==> src/rtl/serial_tx.sv <==
// Serial line transmitter: start bit, DATA_W data bits LSB first, stop bit, line idles high.
// Define SERIAL_TX_PARITY_EN to insert an even-parity bit between the data and stop bits.
module serial_tx #(
  parameter int DATA_W       = 8,
  parameter int CLKS_PER_BIT = 4
) (
  input  logic              clk,
  input  logic              rst,
  input  logic [DATA_W-1:0] in_data,
  input  logic              in_valid,
  output logic              in_ready,
  output logic              tx_out,
  output logic              busy,
  output logic              done
);

  // state  | meaning
  // IDLE   | line high, waiting for a word
  // START  | start bit (0)
  // DATA   | data bits, LSB first
  // PARITY | even-parity bit (only with SERIAL_TX_PARITY_EN)
  // STOP   | stop bit (1); last cycle accepts the next word
  typedef enum logic [2:0] {
    IDLE,
    START,
    DATA,
`ifdef SERIAL_TX_PARITY_EN
    PARITY,
`endif
    STOP
  } state_t;

  localparam int CW = (CLKS_PER_BIT > 1) ? $clog2(CLKS_PER_BIT) : 1;
  localparam int IW = (DATA_W > 1) ? $clog2(DATA_W) : 1;
  localparam logic [CW-1:0] CNT_RELOAD = CW'(CLKS_PER_BIT - 1);
  localparam logic [IW-1:0] IDX_LAST   = IW'(DATA_W - 1);
  // A one-cycle stop bit is already its own final cycle on entry.
  localparam logic STOP_ONE = (CLKS_PER_BIT == 1);

  state_t            state;
  logic [CW-1:0]     cnt;
  logic [IW-1:0]     idx;
  logic [DATA_W-1:0] shreg;
  logic [DATA_W-1:0] sh_next;
  logic              bit_end;
  logic              take;
`ifdef SERIAL_TX_PARITY_EN
  logic              par;
`endif

  assign bit_end = (cnt == '0);
  assign take    = in_valid && in_ready;
  assign sh_next = shreg >> 1;

  always_ff @(posedge clk) begin
    if (rst) begin
      state    <= IDLE;
      cnt      <= '0;
      idx      <= '0;
      shreg    <= '0;
      tx_out   <= 1'b1;
      busy     <= 1'b0;
      done     <= 1'b0;
      in_ready <= 1'b1;
`ifdef SERIAL_TX_PARITY_EN
      par      <= 1'b0;
`endif
    end else begin
      done <= 1'b0;
      if (state != IDLE && !bit_end) cnt <= cnt - 1'b1;
      case (state)
        IDLE: begin
          if (take) begin
            state    <= START;
            cnt      <= CNT_RELOAD;
            shreg    <= in_data;
            tx_out   <= 1'b0;
            busy     <= 1'b1;
            in_ready <= 1'b0;
`ifdef SERIAL_TX_PARITY_EN
            par      <= ^in_data;
`endif
          end
        end
        START: begin
          if (bit_end) begin
            state  <= DATA;
            idx    <= '0;
            cnt    <= CNT_RELOAD;
            tx_out <= shreg[0];
          end
        end
        DATA: begin
          if (bit_end) begin
            cnt <= CNT_RELOAD;
            if (idx == IDX_LAST) begin
`ifdef SERIAL_TX_PARITY_EN
              state  <= PARITY;
              tx_out <= par;
`else
              state    <= STOP;
              tx_out   <= 1'b1;
              done     <= STOP_ONE;
              in_ready <= STOP_ONE;
`endif
            end else begin
              idx    <= idx + 1'b1;
              shreg  <= sh_next;
              tx_out <= sh_next[0];
            end
          end
        end
`ifdef SERIAL_TX_PARITY_EN
        PARITY: begin
          if (bit_end) begin
            state    <= STOP;
            cnt      <= CNT_RELOAD;
            tx_out   <= 1'b1;
            done     <= STOP_ONE;
            in_ready <= STOP_ONE;
          end
        end
`endif
        STOP: begin
          if (bit_end) begin
            if (take) begin
              state    <= START;
              cnt      <= CNT_RELOAD;
              shreg    <= in_data;
              tx_out   <= 1'b0;
              in_ready <= 1'b0;
`ifdef SERIAL_TX_PARITY_EN
              par      <= ^in_data;
`endif
            end else begin
              state <= IDLE;
              busy  <= 1'b0;
            end
          end else if (cnt == CW'(1)) begin
            done     <= 1'b1;
            in_ready <= 1'b1;
          end
        end
        default: state <= IDLE;
      endcase
    end
  end

endmodule

==> config.mk <==
export PLATFORM = sky130hd
export DESIGN_NAME = serial_tx
export DESIGN_NICKNAME = d
export VERILOG_FILES = /design/src/rtl/serial_tx.sv
export SDC_FILE = /design/constraint.sdc
export NUM_CORES = 1
export LEC_CHECK = 0
export CORE_MARGIN = 5
export CORE_UTILIZATION = 30
export DETAILED_ROUTE_END_ITERATION = 8
export SYNTH_ARGS = -nofsm -noshare
export SYNTH_HDL_FRONTEND = slang
export SYNTH_SLANG_ARGS = --single-unit
export TNS_END_PERCENT = 10
==> constraint.sdc <==
create_clock -name clk -period 4.55 [get_ports clk]
set_input_delay 0.6825 -clock clk [delete_from_list [all_inputs] [get_ports clk]]
set_output_delay 0.6825 -clock clk [all_outputs]
set_load 0.02 [all_outputs]
==> results.toml <==
[sta]
setup_viol = 0
period_needed_ns = 2.57
finalMaxSlewViolations = 0
tns_ns = 0
period_share_pct = 56.5
finalHoldViolations = 0
rsz0062_at_grt = "no"
tightest_slew_ns = 0.934
max_freq_mhz = 389
slew_headroom_pct = 37.8
finClkSkew_ns = 0.0135
layout_setup_ws_ns = 1.98

[critical_path]
critPathLaunch = "state[0]"
worstPathCellList = "inv_1, ha_1, a21oi_1, a2111oi_4, nor2_1, a211oi_1"
cp-start-kind = "flip-flop"
worstPathRequired_ns = 4.70
cp_max_fo = 22
crit_type = "reg2reg"
path_depth = 6
arrival_ns = 2.73
worstReg2RegStart = "state[0]"
crit_path_end = "shreg[3]"
rr_worst_depth = 6
crit_path_max_incr_delay_ns = 0.79
end_kind = "flip-flop"
crit_family = "compound AO/OA/AOI/OAI gates"
slowest_stage = "ha_1"
ff2ff_setup_slack_ns = 1.98
worstPathBufferInverterCount = 1
worstReg2RegEnd = "shreg[3]"

[clock_network]
h-tree-depth = 1
clock-root-buffer = "clkbuf_8"
cts_tree = "done"
cts_setup_buffers = 0
cts.sinks = 19
cts_buffers = 3
cts.hold.buffers_added = 0
clk_latency_ns = 0.26
cts.clk_slew.worst_paths_ns = 0.08
post_cts_resized = 0
clock_path_buffers = 2

[pwr]
leakage_nw = 0.490
sequentialPowerShare_pct = 30.3
sw_frac_of_total_pct = 43.0
ir_drop_v = 0.000291
pwr-share-clk_pct = 13.6
finalPower_uw = 872
p_per_area_nw_per_um2 = 651
switchingPower_uw = 375
comb_power_share_pct = 56.1
internal-power_uw = 497

[route]
dr.pass1.iters = 4
routedWlPerCell_um = 12.4
drt-initial-drc-count = 42
drc_errors = 0
via_per_inst = 5.08
ant_nets = 0
vias = 939
drt-total-wl_um = 2300

[logic_synthesis]
netlist_instances = 127
yosys-top-cells-area = "dfxtp_1 33%, ha_1 9.9%, mux2i_1 7.0%"
yosysTopAreaCell = "dfxtp_1"
async_flop_share_pct = 0
synth-seq-area-share_pct = 33.4
synth_ff_type = "dfxtp_1"
syn_area_per_cell_um2 = 8.96
synth_warnings = 0
syn_area_um2 = 1140
synthesis.nets = 147
yosysTopAreaCellShare_pct = 33.4
synth_top_cells_by_count = "19 x dfxtp_1, 15 x nor2_1, 9 x ha_1, 8 x mux2i_1"
post-synth-top-count-cell = "dfxtp_1"
ys_ff_latch = 19
synth-edff-count = 0
synth_cell_type_count = 38

[outcome]
status = "finished, final reports clean"

[global_routing]
gr-usage-all-layers_pct = 9.57
overflow = 0
grt_antenna_before_repair = 0
grt_pass1_vias = 896
grt_pass1_wl_um = 3890
grt_max_degree = 23

[placement]
io_buffer_count = 14
preCtsSetupSlack_ns = 1.96
gp_congestion = 0.778
dp_cells = 181
dp_hpwl_um = 1650

[finish]
syn2layout_area_growth_pct = 17.8
n_antenna_cell = 0
fin_util_pct = 36.6
drive_gt1_share_pct = 5.84
final_cells = 185
nets = 158

[die]
start_util_pct = 31.1
core.rowCount = 22
die_x_um = 71.6
core_um2 = 3660
dieArea_um2 = 5120
pin_count = 15
die_h_um = 71.6

[run]
cap_violations = 0

[min_path]
hold_class = "reg2reg"
==> state kept, by name (all words and copies together) (netlist names) <==
register	flops
busy	1
cnt	2
done	1
idx	3
in_ready	1
shreg	8
state	2
tx_out	1
==> cell families (layout without fill, tap and decap cells) <==
| kind of cell | count (synthesis) | in the layout | share of synthesized area, % |
|---|---|---|---|
| AOI/OAI and AO/OA | 40 | 40 | 26.8 |
| xor gates and xnor gates | 2 | 2 | 1.54 |
| adders and majority gates | 9 | 9 | 9.90 |
| buffers and inverters | 15 | 25 | 6.16 |
| DFF | 19 | 19 | 33.4 |
| muxes | 8 | 8 | 7.04 |
| and+or+nand+nor | 34 | 34 | 15.1 |
==> worst min path at each step <==
stage	from	to	depth (start not counted)	slack [ns]
6_report	shreg[7]	shreg[7]	2	0.48
5_1_grt	shreg[7]	shreg[7]	2	0.50
4_1_cts	shreg[7]	shreg[7]	2	0.49
3_3_place_gp	shreg[7]	shreg[7]	2	0.46
3_5_place_dp	shreg[7]	shreg[7]	2	0.47
2_1_floorplan	shreg[7]	shreg[7]	2	0.45
==> per-layer routing <==
layer | vias to the layer above | global-route usage [%] | wire length [um]
li1 | 483 | - | -
met3 | 4 | 3.37 | 109
met4 | 0 | 4.59 | 43
met5 | - | 0 | 0
met2 | 16 | 14.8 | 1050
met1 | 436 | 11.8 | 1110
==> area by class of cell <==
cell class / instances / area, um2
fill: 381 / 2320
multi-input combinational: 93 / 687
sequential: 19 / 380
timing repair buffer: 14 / 140
tap: 48 / 60.1
clock buffer: 3 / 41.3
inverter: 7 / 26.3
clock inverter: 1 / 5.00
==> power by group through the flow <==
stage	Combinational (mW)	Clock [mW]	Sequential, mW
floorplan	0.392	0	0.273
global placement	0.477	0	0.264
detailed placement	0.490	0	0.267
CTS	0.492	0.125	0.264
global route	0.550	0.131	0.273
finish	0.490	0.119	0.264
==> metrics by stage <==
| stage | hold slack [ns] | area, um2 |
|---|---|---|
| 2_1_floorplan | 0.446 | 1140 |
| 3_3_place_gp | 0.456 | 1290 |
| 3_5_place_dp | 0.472 | 1290 |
| 4_1_cts | 0.485 | 1340 |
| 5_1_grt | 0.502 | 1340 |
| 6_report | 0.485 | 1340 |
==> cells in the final DEF (no fill, tap or decap), types with 3 or more instances in the layout <==
master           count
mux2i_1              8
a21oi_1              7
nor2_1              15
a211oi_1             7
o21ai_0              7
clkbuf_8             3
inv_1                7
dfxtp_1             19
a22oi_1              3
clkdlybuf4s50_1     14
nand2_1              6
ha_1                 9
==> worst min-delay path, delay by kind of cell (launching register included) <==
family,cells,cell delay (ns)
and+or+nand+nor,1,0.07
AOI/OAI and AO/OA,1,0.05
DFF,1,0.32
Power figures use the tool's default switching activity.
